===== src/rtl/return_stack_ctrl.sv =====
// return_stack_ctrl
//   Subroutine return-address controller in front of a 16-bit hardware LIFO.
//   It turns single-cycle CALL/RET strobes into registered push/pop commands.
//   On CALL it writes pc+1 to the LIFO. On RET it captures the popped word
//   for the PC load path. It keeps its own occupancy count, so overflow and
//   underflow are caught before the LIFO is driven.
//
//   Optional feature macro: RSTACK_SYNC_CHECK_EN
//     When defined, lifo_empty and lifo_full are compared against the local
//     occupancy count while the FSM is in IDLE. Any mismatch sets err_sync.
//     When undefined, err_sync is tied to 0.
//
//   Ports
//     clock, resetn        rising-edge clock; async active-low reset
//     call, ret, pc        command strobes and the CALL instruction address
//     clear_err            synchronous clear of the sticky error bits
//     busy                 high while a command is in flight
//     ret_valid, ret_addr  one-cycle pulse with the popped return address
//     depth_cnt            controller occupancy count
//     err_ovf/udf/col/sync sticky error flags
//     lifo_push/pop/data   registered commands to the LIFO
//     lifo_q/full/empty    LIFO read data and status
//
//   state | meaning
//   IDLE  | waiting for CALL/RET
//   PUSH  | lifo_push asserted for this cycle
//   POP   | lifo_pop asserted for this cycle
//   CAPT  | lifo_q valid; capture into ret_addr and pulse ret_valid

module return_stack_ctrl #(
  parameter int DEPTH = 16,
  parameter int CNT_W = 5
) (
  input  logic             clock,
  input  logic             resetn,
  input  logic             call,
  input  logic             ret,
  input  logic [15:0]      pc,
  input  logic             clear_err,
  output logic             busy,
  output logic             ret_valid,
  output logic [15:0]      ret_addr,
  output logic [CNT_W-1:0] depth_cnt,
  output logic             err_ovf,
  output logic             err_udf,
  output logic             err_col,
  output logic             err_sync,
  output logic             lifo_push,
  output logic             lifo_pop,
  output logic [15:0]      lifo_data,
  input  logic [15:0]      lifo_q,
  input  logic             lifo_full,
  input  logic             lifo_empty
);

  typedef enum logic [1:0] {
    ST_IDLE = 2'd0,
    ST_PUSH = 2'd1,
    ST_POP  = 2'd2,
    ST_CAPT = 2'd3
  } state_t;

  localparam logic [CNT_W-1:0] DEPTH_C = CNT_W'(DEPTH);

  state_t           r_state;
  logic             r_ret_valid;
  logic [15:0]      r_ret_addr;
  logic [CNT_W-1:0] r_depth_cnt;
  logic             r_err_ovf;
  logic             r_err_udf;
  logic             r_err_col;
  logic             r_lifo_push;
  logic             r_lifo_pop;
  logic [15:0]      r_lifo_data;

`ifdef RSTACK_SYNC_CHECK_EN
  logic r_err_sync;
  logic w_sync_mis;
  assign w_sync_mis = (lifo_empty != (r_depth_cnt == '0)) ||
                      (lifo_full  != (r_depth_cnt == DEPTH_C));
`else
  logic w_unused_status;
  assign w_unused_status = lifo_full ^ lifo_empty;
`endif

  always_ff @(posedge clock or negedge resetn) begin
    if (!resetn) begin
      r_state     <= ST_IDLE;
      r_ret_valid <= 1'b0;
      r_ret_addr  <= 16'h0000;
      r_depth_cnt <= '0;
      r_err_ovf   <= 1'b0;
      r_err_udf   <= 1'b0;
      r_err_col   <= 1'b0;
      r_lifo_push <= 1'b0;
      r_lifo_pop  <= 1'b0;
      r_lifo_data <= 16'h0000;
`ifdef RSTACK_SYNC_CHECK_EN
      r_err_sync  <= 1'b0;
`endif
    end else begin
      r_ret_valid <= 1'b0;

      // Clear comes first so that any error raised below on the same edge wins.
      if (clear_err) begin
        r_err_ovf <= 1'b0;
        r_err_udf <= 1'b0;
        r_err_col <= 1'b0;
`ifdef RSTACK_SYNC_CHECK_EN
        r_err_sync <= 1'b0;
`endif
      end

`ifdef RSTACK_SYNC_CHECK_EN
      if (r_state == ST_IDLE && w_sync_mis) r_err_sync <= 1'b1;
`endif

      case (r_state)
        ST_IDLE: begin
          if (call) begin
            // A simultaneous RET is dropped; the CALL takes the slot.
            if (ret) r_err_col <= 1'b1;
            if (r_depth_cnt != DEPTH_C) begin
              r_lifo_data <= pc + 16'd1;
              r_lifo_push <= 1'b1;
              r_depth_cnt <= r_depth_cnt + CNT_W'(1);
              r_state     <= ST_PUSH;
            end else begin
              r_err_ovf <= 1'b1;
            end
          end else if (ret) begin
            if (r_depth_cnt != '0) begin
              r_lifo_pop  <= 1'b1;
              r_depth_cnt <= r_depth_cnt - CNT_W'(1);
              r_state     <= ST_POP;
            end else begin
              r_err_udf <= 1'b1;
            end
          end
        end
        ST_PUSH: begin
          r_lifo_push <= 1'b0;
          if (call || ret) r_err_col <= 1'b1;
          r_state <= ST_IDLE;
        end
        ST_POP: begin
          r_lifo_pop <= 1'b0;
          if (call || ret) r_err_col <= 1'b1;
          r_state <= ST_CAPT;
        end
        ST_CAPT: begin
          r_ret_addr  <= lifo_q;
          r_ret_valid <= 1'b1;
          if (call || ret) r_err_col <= 1'b1;
          r_state <= ST_IDLE;
        end
        default: r_state <= ST_IDLE;
      endcase
    end
  end

  assign busy      = (r_state != ST_IDLE);
  assign ret_valid = r_ret_valid;
  assign ret_addr  = r_ret_addr;
  assign depth_cnt = r_depth_cnt;
  assign err_ovf   = r_err_ovf;
  assign err_udf   = r_err_udf;
  assign err_col   = r_err_col;
  assign lifo_push = r_lifo_push;
  assign lifo_pop  = r_lifo_pop;
  assign lifo_data = r_lifo_data;
`ifdef RSTACK_SYNC_CHECK_EN
  assign err_sync  = r_err_sync;
`else
  assign err_sync  = 1'b0;
`endif

endmodule

===== config.mk =====
export PLATFORM = sky130hd
export DESIGN_NAME = return_stack_ctrl
export DESIGN_NICKNAME = d
export VERILOG_FILES = /design/src/rtl/return_stack_ctrl.sv
export SDC_FILE = /design/constraint.sdc
export NUM_CORES = 1
export LEC_CHECK = 0
export ABC_AREA = 0
export CORE_UTILIZATION = 47
export CTS_CLUSTER_DIAMETER = 50
export DETAILED_ROUTE_END_ITERATION = 6
export GPL_TIMING_DRIVEN = 0
export HOLD_SLACK_MARGIN = 0.1
export PLACE_DENSITY_LB_ADDON = 0.1
export SLEW_MARGIN = 30
export SYNTH_ARGS = -nofsm -noshare
export SYNTH_HDL_FRONTEND = slang
export SYNTH_SLANG_ARGS = --single-unit

===== constraint.sdc =====
create_clock -name clock -period 4.98 [get_ports clock]
set_input_delay 0.996 -clock clock [delete_from_list [all_inputs] [get_ports clock]]
set_output_delay 0.996 -clock clock [all_outputs]
set_load 0.02 [all_outputs]

==> metrics, run 1 <==
Setup Crit Path Kind in2reg; Syn Nets 240; # setup viols final 0; critical path required time between 5 and 6 ns; WL final 4.57 mm; clk root buf clkbuf_8; share of post-route cells with drive strength above 1 0.130; Clock transition at path regs 0.09 ns; crit path launch call; Clock Path Buffers 2; Post-synth EDFFs 0; DRC violation count after routing 0; top cell type's share of synthesized area 0.516; FF+latch count, synth 45; met2 wire length 2.03 mm; Antenna diodes 0; CP arrival around 3.3 ns; Non-Filler Instances 336; grt total ovfl 0; DRT Pass-1 Iters 4; # fillers 360; Placed Cells incl. Taps 328; RSZ-0062 raised after global routing no; Iter 0 DRT Violations 74; detailed-placement wirelength estimate 3.34 mm; Placer Congestion 0.816; Mapped Area 2180 um2; Worst Reg2Reg Path Length in Cells 5; hold buffer count at CTS 0; via count 1764; P per Cell Area 618 nW/um2; Ys Warns 0; WL met3 327 um; Slew headroom 0.617; I/O pins 84; Die Y roughly 70 um; clk_lat worst skew around 0.3 ns; vias in the first global route 1635; Synth area leaders dfrtp_1 52%, mux2_2 8.3%, xnor2_1 4.8%; Core Rows 24; WL met1 2.16 mm; asr flop ratio synth 1.00; Initial Util 0.494; worst hold path depth 1; fin crit share 0.609; drt wl/cell 13.6 um; Post-CTS Repair Setup Buffers 0; CTS tree built; Tmin final between 3 and 4 ns; CP endpoint kind register; FMAX 0.330 GHz; PortBufs 80; area delta synth->final 43.7%; Fin Hold WS approximately 0.49 ns; clock skew 0.00430 ns; register area share after synthesis 0.516; vias per cell 5.25; first-pass GRT wire length 7.62 mm; worst vdd ir between 300 and 400 uV; htree depth 2; status finished, final reports clean; max_cap viols 0; initial antenna violation count 0; cts repair resizes 0; multi-input logic area approximately 970 um2; Mapped Cells 196; Core Area 4410 um2; Setup crit start kind primary input; hold_sp lifo_data[1]; Worst Max-Slew Pin Slew 0.570 ns; CTS Buf Count 5; Seq. cell area around 1100 um2; top-count cell post-synth dfrtp_1; number of library cell types mapped by synthesis 39; die area 4920 um2; peak fanout along the critical path 8; dominant synthesized flop cell dfrtp_1; syn_area_per_cell 11.1 um2; cell taking the most area after synthesis dfrtp_1; worst min-delay path category reg2reg; Top Metal Used met4; Total GRT Usage 0.195; Pins Over Slew Limit 0; Setup TNS Final 0 ns; Pleak roughly 0.0013 uW; Crit Reg-Reg Startpoint depth_cnt[0]; pin count of the biggest net entering global routing 46; Hold Fails Final Rpt 0; nets 327; Die Wd 70.1 um; antenna-violating nets left 0; CTS Sinks 45; top cells by count, synth 45 x dfrtp_1, 20 x nor2_1, 19 x a21oi_1
==> cell families after synthesis <==
kind of cell             share of synthesized area
AO/OA/AOI/OAI                                0.111
buffers and inverters                       0.0379
multiplexers                                 0.122
XOR/XNOR                                    0.0602
other                                      0.00172
flip-flops                                   0.516
adder cells (fa/ha/maj)                     0.0321
AND/OR/NAND/NOR                              0.119
==> worst paths after layout <==
kind	slack, ns	endpoint
setup / recovery	1.95	depth_cnt[4]
hold / removal	0.49	lifo_data[1]
setup reg to reg	3.05	depth_cnt[1]
hold reg to reg	0.49	lifo_data[1]
max in group asynchronous	3.91	lifo_data[11]
min in group asynchronous	0.69	ret_addr[10]
==> critical path, stage by stage <==
cell,delay [ns]
clkdlybuf4s50_1,0.68
inv_1,0.25
fa_1,0.51
a21o_1,0.20
a21oi_1,0.27
mux2i_1,0.22
o2bb2ai_1,0.13
==> state kept, by name (all words and copies together) (netlist names) <==
register and count:
depth_cnt 5, r_state 2, lifo_push 1, lifo_pop 1
ret_addr 16, err_udf 1, ret_valid 1, err_col 1
lifo_data 16, err_ovf 1
==> power by group <==
| part | internal, uW | switching (uW) |
|---|---|---|
| clock network | 99.7 | 132 |
| registers | 542 | 105 |
| logic | 525 | 533 |
==> cells in the final DEF (no fill, tap or decap), types with 5 or more instances in the layout <==
cell type	n
inv_1	11
clkbuf_8	5
a21oi_1	19
nand3_1	6
xnor2_1	12
nand2_1	8
nor4_1	5
nor2_1	20
dfrtp_1	45
mux2_2	16
clkdlybuf4s50_1	79
==> layer usage <==
metal / vias up / track usage
met3: 6 / 0.0577
met2: 63 / 0.314
met1: 838 / 0.256
met5: - / 0
li1: 857 / -
met4: 0 / 0.0533
==> metrics by stage <==
step	util	worst slack (ns)	power [uW]	area, um2
6_report	0.710	1.95	1940	3130
5_1_grt	0.710	1.78	2060	3130
4_1_cts	0.710	1.97	1950	3130
3_5_place_dp	0.690	1.66	1720	3040
3_3_place_gp	0.690	1.68	1690	3050
2_1_floorplan	-	2.61	1250	2180
==> final cells by class <==
type,count,area share
tap,52,0.0208
inverter,12,0.0144
timing repair buffer,80,0.255
sequential,45,0.359
buffer,7,0.0120
multi-input combinational,132,0.310
clock inverter,3,0.00679
clock buffer,5,0.0220
Note: power is estimated with default switching activity, not from simulation.
==> inputs of run 2 (changes only) <==
--- a/config.mk
+++ b/config.mk
@@ -6,7 +6,7 @@
 export NUM_CORES = 1
 export LEC_CHECK = 0
 export ABC_AREA = 0
-export CORE_UTILIZATION = 47
+export CORE_UTILIZATION = 39
 export CTS_CLUSTER_DIAMETER = 50
 export DETAILED_ROUTE_END_ITERATION = 6
 export GPL_TIMING_DRIVEN = 0
==> constraint.sdc (replaced) <==
create_clock -name clock -period 2.5 [get_ports clock]
set_input_delay 0.5 -clock clock [delete_from_list [all_inputs] [get_ports clock]]
set_output_delay 0.5 -clock clock [all_outputs]
set_load 0.02 [all_outputs]
==> metrics, run 2 (synthesis gave the netlist of run 1 again) <==
status finished, final reports clean (unchanged); share of post-route cells with drive strength above 1 0.130 (unchanged); Setup Crit Path Kind reg2out (was in2reg); CTS Sinks 45 (unchanged); detailed-placement wirelength estimate 3.43 mm (was 3.34 mm); WL met3 291 um (was 327 um); initial antenna violation count 0 (unchanged); Comb pwr share 0.535 (was 0.547); Worst Reg2Reg Path Length in Cells 5 (unchanged); Crit Reg-Reg Startpoint depth_cnt[0] (unchanged); P per Cell Area 1240 nW/um2 (was 618 nW/um2); pin count of the biggest net entering global routing 46 (unchanged); vias in the first global route 1698 (was 1635); CP arrival 1.71 ns (was 3.26 ns); fin crit share 0.885; CTS Buf Count 5 (unchanged); WL met1 2.13 mm (was 2.16 mm); Pins Over Slew Limit 0 (unchanged); # setup viols final 0 (unchanged); worst min-delay path category in2async (was reg2reg); area delta synth->final 45.8% (was 43.7%); Total GRT Usage 0.176 (was 0.195); worst vdd ir 523 uV (was 355 uV); Die Wd 76.8 um (was 70.1 um); setup slack after layout 0.288 ns (was 1.95 ns); reg2reg end depth_cnt[2] (was depth_cnt[1]); die area 5900 um2 (was 4920 um2); Antenna diodes 0 (unchanged); FMAX about 0.45 GHz; switching part of the total 0.386 (was 0.397); crit path launch r_state[0] (was call); flop2flop setup slack 0.59 ns (was 3.05 ns); Clock Path Buffers 2 (unchanged); Slew headroom 0.603 (was 0.617); I/O pins 84 (unchanged); peak fanout along the critical path 8 (unchanged); drt wl/cell 13.2 um (was 13.6 um); clock network fraction of total power 0.139 (was 0.120); P_int 2420 uW (was 1170 uW); Post-CTS Repair Setup Buffers 0 (unchanged); CTS tree built (unchanged); PortBufs 80 (unchanged); Pleak 0.00129 uW (was 0.00127 uW); clk_lat worst skew 0.30 ns (about the same); antenna-violating nets left 0 (unchanged); Net Sw Power 1520 uW (was 769 uW); Placer Congestion 0.764 (was 0.816); most frequent cells in the layout 78 x clkdlybuf4s50_1, 45 x dfrtp_1, 20 x nor2_1 (was 79 x clkdlybuf4s50_1, 45 x dfrtp_1, 20 x nor2_1); Setup TNS Final 0 ns (unchanged); met2 wire length 2.20 mm (was 2.03 mm); clock skew 0.00677 ns (was 0.00430 ns); Top Metal Used met4 (unchanged); Setup Slack @ Placement -0.301 ns (was 1.66 ns); Tmin final 2.21 ns; Die Y 76.8 um (was 70.1 um); Initial Util 0.416 (was 0.494); via count 1729 (was 1764); Seq pwr share 0.327 (was 0.334); DRT Pass-1 Iters 4 (unchanged); clk root buf clkbuf_8 (unchanged); first-pass GRT wire length 8.22 mm (was 7.62 mm); Core Rows 26 (was 24); nets 327 (unchanged); Worst Max-Slew Pin Slew 0.590 ns (was 0.570 ns); max_cap viols 0 (unchanged); Core Area 5240 um2 (was 4410 um2); grt total ovfl 0 (unchanged); htree depth 2 (unchanged); Iter 0 DRT Violations 76 (was 74); Hold Fails Final Rpt 0 (unchanged); critical path required time 2.00 ns (was 5.21 ns); commonest non-fill, non-tap cell in the layout clkdlybuf4s50_1 (unchanged); WL final 4.69 mm (was 4.57 mm); RSZ-0062 raised after global routing no (unchanged); CP endpoint kind primary output (was register); total power 3940 uW (was 1940 uW); vias per cell 4.88 (was 5.25); Clock transition at path regs 0.08 ns (was 0.09 ns); Setup crit start kind register (was primary input); DRC violation count after routing 0 (unchanged)
## run 2: area by class of cell
cell class | instances | area [um2]
multi-input combinational | 132 | 972
fill | 459 | 2060
inverter | 12 | 45.0
clock inverter | 2 | 38.8
clock buffer | 6 | 72.6
sequential | 45 | 1130
buffer | 7 | 37.5
timing repair buffer | 80 | 801
tap | 70 | 87.6
## run 2: metrics by stage
step	hold slack (ns)	cell area, um2	cells	util
after global placement	0.472	3070	346	0.586
after floorplan	0.204	2180	196	-
after detailed placement	0.492	3070	346	0.586
final	0.186	3180	354	0.607
after global routing	0.233	3180	354	0.607
after CTS	0.209	3180	354	0.607
## run 2: worst max-delay path, cell delays in order (launching register included)
cell             delay, ns
dfrtp_1               0.36
buf_2                 0.15
nor2_2                0.20
inv_2                 0.14
clkdlybuf4s50_1       0.56
## run 2: worst max-delay path by stage
stage	to	slack [ns]	depth (start not counted)
after floorplan	depth_cnt[1]	0.62	5
after global placement	ret_addr[4]	-0.37	1
after detailed placement	depth_cnt[4]	-0.30	7
after CTS	depth_cnt[4]	0.02	7
after global routing	busy	0.22	4
final	busy	0.29	4
## run 2: routing by layer
layer  track usage  up-vias
li1              -      857
met1         0.221      808
met2         0.294       57
met3        0.0464        7
met4        0.0577        0
met5             0        -
## run 2: what timing repair did
action | in CTS | in global routing
endpoints found under the setup margin | 0 | 1
hold buffers | 0 | 0
gates resized for setup | 0 | 2
## run 2: power by group through the flow
stage / sequential (uW) / clock (uW) / combinational [uW]
finish: 1290 / 548 / 2110
global route: 1340 / 597 / 2260
CTS: 1290 / 572 / 2140
detailed placement: 1310 / 0 / 2130
global placement: 1290 / 0 / 2110
floorplan: 1700 / 0 / 785
==> variant: new RTL, settings of run 1 <==
The 4 states of `state_t` get a Gray code encoding in 2 bits.
--- a/src/rtl/return_stack_ctrl.sv
+++ b/src/rtl/return_stack_ctrl.sv
@@ -54,10 +54,10 @@
 );
 
   typedef enum logic [1:0] {
-    ST_IDLE = 2'd0,
-    ST_PUSH = 2'd1,
-    ST_POP  = 2'd2,
-    ST_CAPT = 2'd3
+    ST_IDLE = 2'b00,
+    ST_PUSH = 2'b01,
+    ST_POP  = 2'b11,
+    ST_CAPT = 2'b10
   } state_t;
 
   localparam logic [CNT_W-1:0] DEPTH_C = CNT_W'(DEPTH);
Check against the original RTL: no difference found for any inputs over 10 cycles, from zero or initial values and one cycle with resetn low; not proved beyond that.
==> variant against run 1 <==
- register-to-register slack improved by 0.04 ns
- clock power rose by 23%
- wire length fell by 5.0%
- final area fell by 1.5%
- power fell by 0.39%
- area after synthesis fell by 3.3%
- global-route usage rose by 0.38 points
- critical path depth fell by 4
- highest routed layer unchanged
- setup slack improved by 0.26 ns
- first-iteration DRC count rose by 2.7%
- synthesized cell count fell by 3.1%
- sequential cell count did not move
==> variant: results (changes against run 1) <==
\begin{tabular}{lr}
\hline
Metric & Value \\
\hline
\multicolumn{2}{l}{\textbf{Power}} \\
Pleak & 1.31 nW (was 1.27 nW) \\
\multicolumn{2}{l}{\textbf{Detailed routing}} \\
Sum of met2 wire segment lengths after detailed routing & 1950 um (was 2030 um) \\
Final Routed Wirelength & 4350 um (was 4570 um) \\
Length of routed met3 wiring & 375 um (was 327 um) \\
Detailed-route via count & 1,682 (was 1,764) \\
\multicolumn{2}{l}{\textbf{Cells and area}} \\
Count of plain and timing-repair buffers & 86 (was 87) \\
Inverters, non-clock & 9 (was 12) \\
Share of the final layout cell area in sequential cells & 36.5\% (was 35.9\%) \\
Final \#Nets & 321 (was 327) \\
Multi-input comb cells & 130 (was 132) \\
Clk\_buf instances & 7 (was 5) \\
\multicolumn{2}{l}{\textbf{Logic synthesis}} \\
Post-synth top cells & 45 x sky130\_fd\_sc\_hd\_\_dfrtp\_1, 27 x sky130\_fd\_sc\_hd\_\_nand2\_1, 16 x sky130\_fd\_sc\_hd\_\_mux2\_2, 15 x sky130\_fd\_sc\_hd\_\_o21ai\_0, 11 x sky130\_fd\_sc\_hd\_\_xnor2\_1 (was 45 x sky130\_fd\_sc\_hd\_\_dfrtp\_1, 20 x sky130\_fd\_sc\_hd\_\_nor2\_1, 19 x sky130\_fd\_sc\_hd\_\_a21oi\_1, 16 x sky130\_fd\_sc\_hd\_\_mux2\_2, 12 x sky130\_fd\_sc\_hd\_\_xnor2\_1) \\
Share of the yosys chip area belonging to registers & 53.4\% (was 51.6\%) \\
Count of cell types in the netlist & 36 (was 39) \\
\multicolumn{2}{l}{\textbf{Worst setup path}} \\
Worst R2R End & depth\_cnt[4]\$\_DFFE\_PN0P\_ (was depth\_cnt[1]\$\_DFFE\_PN0P\_) \\
Worst setup path endpoint & busy (was depth\_cnt[4]\$\_DFFE\_PN0P\_) \\
Max Fanout on Critical Path & 6 (was 8) \\
Delay contributed by the slowest stage of the critical path & 0.57 ns (was 0.68 ns) \\
\multicolumn{2}{l}{\textbf{STA}} \\
Fin Hold WS & 0.476 ns (was 0.494 ns) \\
Final clock skew & 0.00171 ns (was 0.00430 ns) \\
\multicolumn{2}{l}{\textbf{Placement}} \\
RD Place Congestion & 0.790 (was 0.816) \\
Placed Instance Area & 2970 um\^{}2 (was 3040 um\^{}2) \\
\multicolumn{2}{l}{\textbf{Outcome}} \\
Status & completed (unchanged) \\
\multicolumn{2}{l}{\textbf{Global route}} \\
All-layer global routing usage & 19.9\% (was 19.5\%) \\
\multicolumn{2}{l}{\textbf{Hold path}} \\
Number of cells on the worst hold path & 2 (was 1) \\
\hline
\end{tabular}
-- variant: through the flow --
| step | std cells | setup slack, ns |
|---|---|---|
| after global routing | 328 | 2.04 |
| final | 328 | 2.21 |
| after detailed placement | 320 | 1.95 |
| after CTS | 328 | 2.21 |
| after floorplan | 190 | 2.68 |
| after global placement | 320 | 1.68 |
-- variant: critical path: cells and delay by family (launching register included) --
kind,cells,cell delay [ns]
buf+inv,2,0.73
simple gates,1,0.34
flops,1,0.42
-- variant: layer usage --
layer,GRT usage (%),up-vias
li1,-,820
met1,25.5,788
met2,30.7,66
met3,5.10,8
met4,10.5,0
met5,0,-
-- variant: logic make-up after synthesis --
kind of cell	after synthesis	share of synthesized area (%)
simple gates	60	14.4
flops	45	53.4
compound gates	28	8.13
mux	19	10.4
xor+xnor	17	7.06
buf+inv	15	3.14
fa+ha+maj	5	3.32
other cells	1	0.178
-- variant: report_power, final --
part	internal (W)	switching [W]
logic	0.000510	0.000492
clock network	0.000164	0.000121
registers	0.000538	0.000104
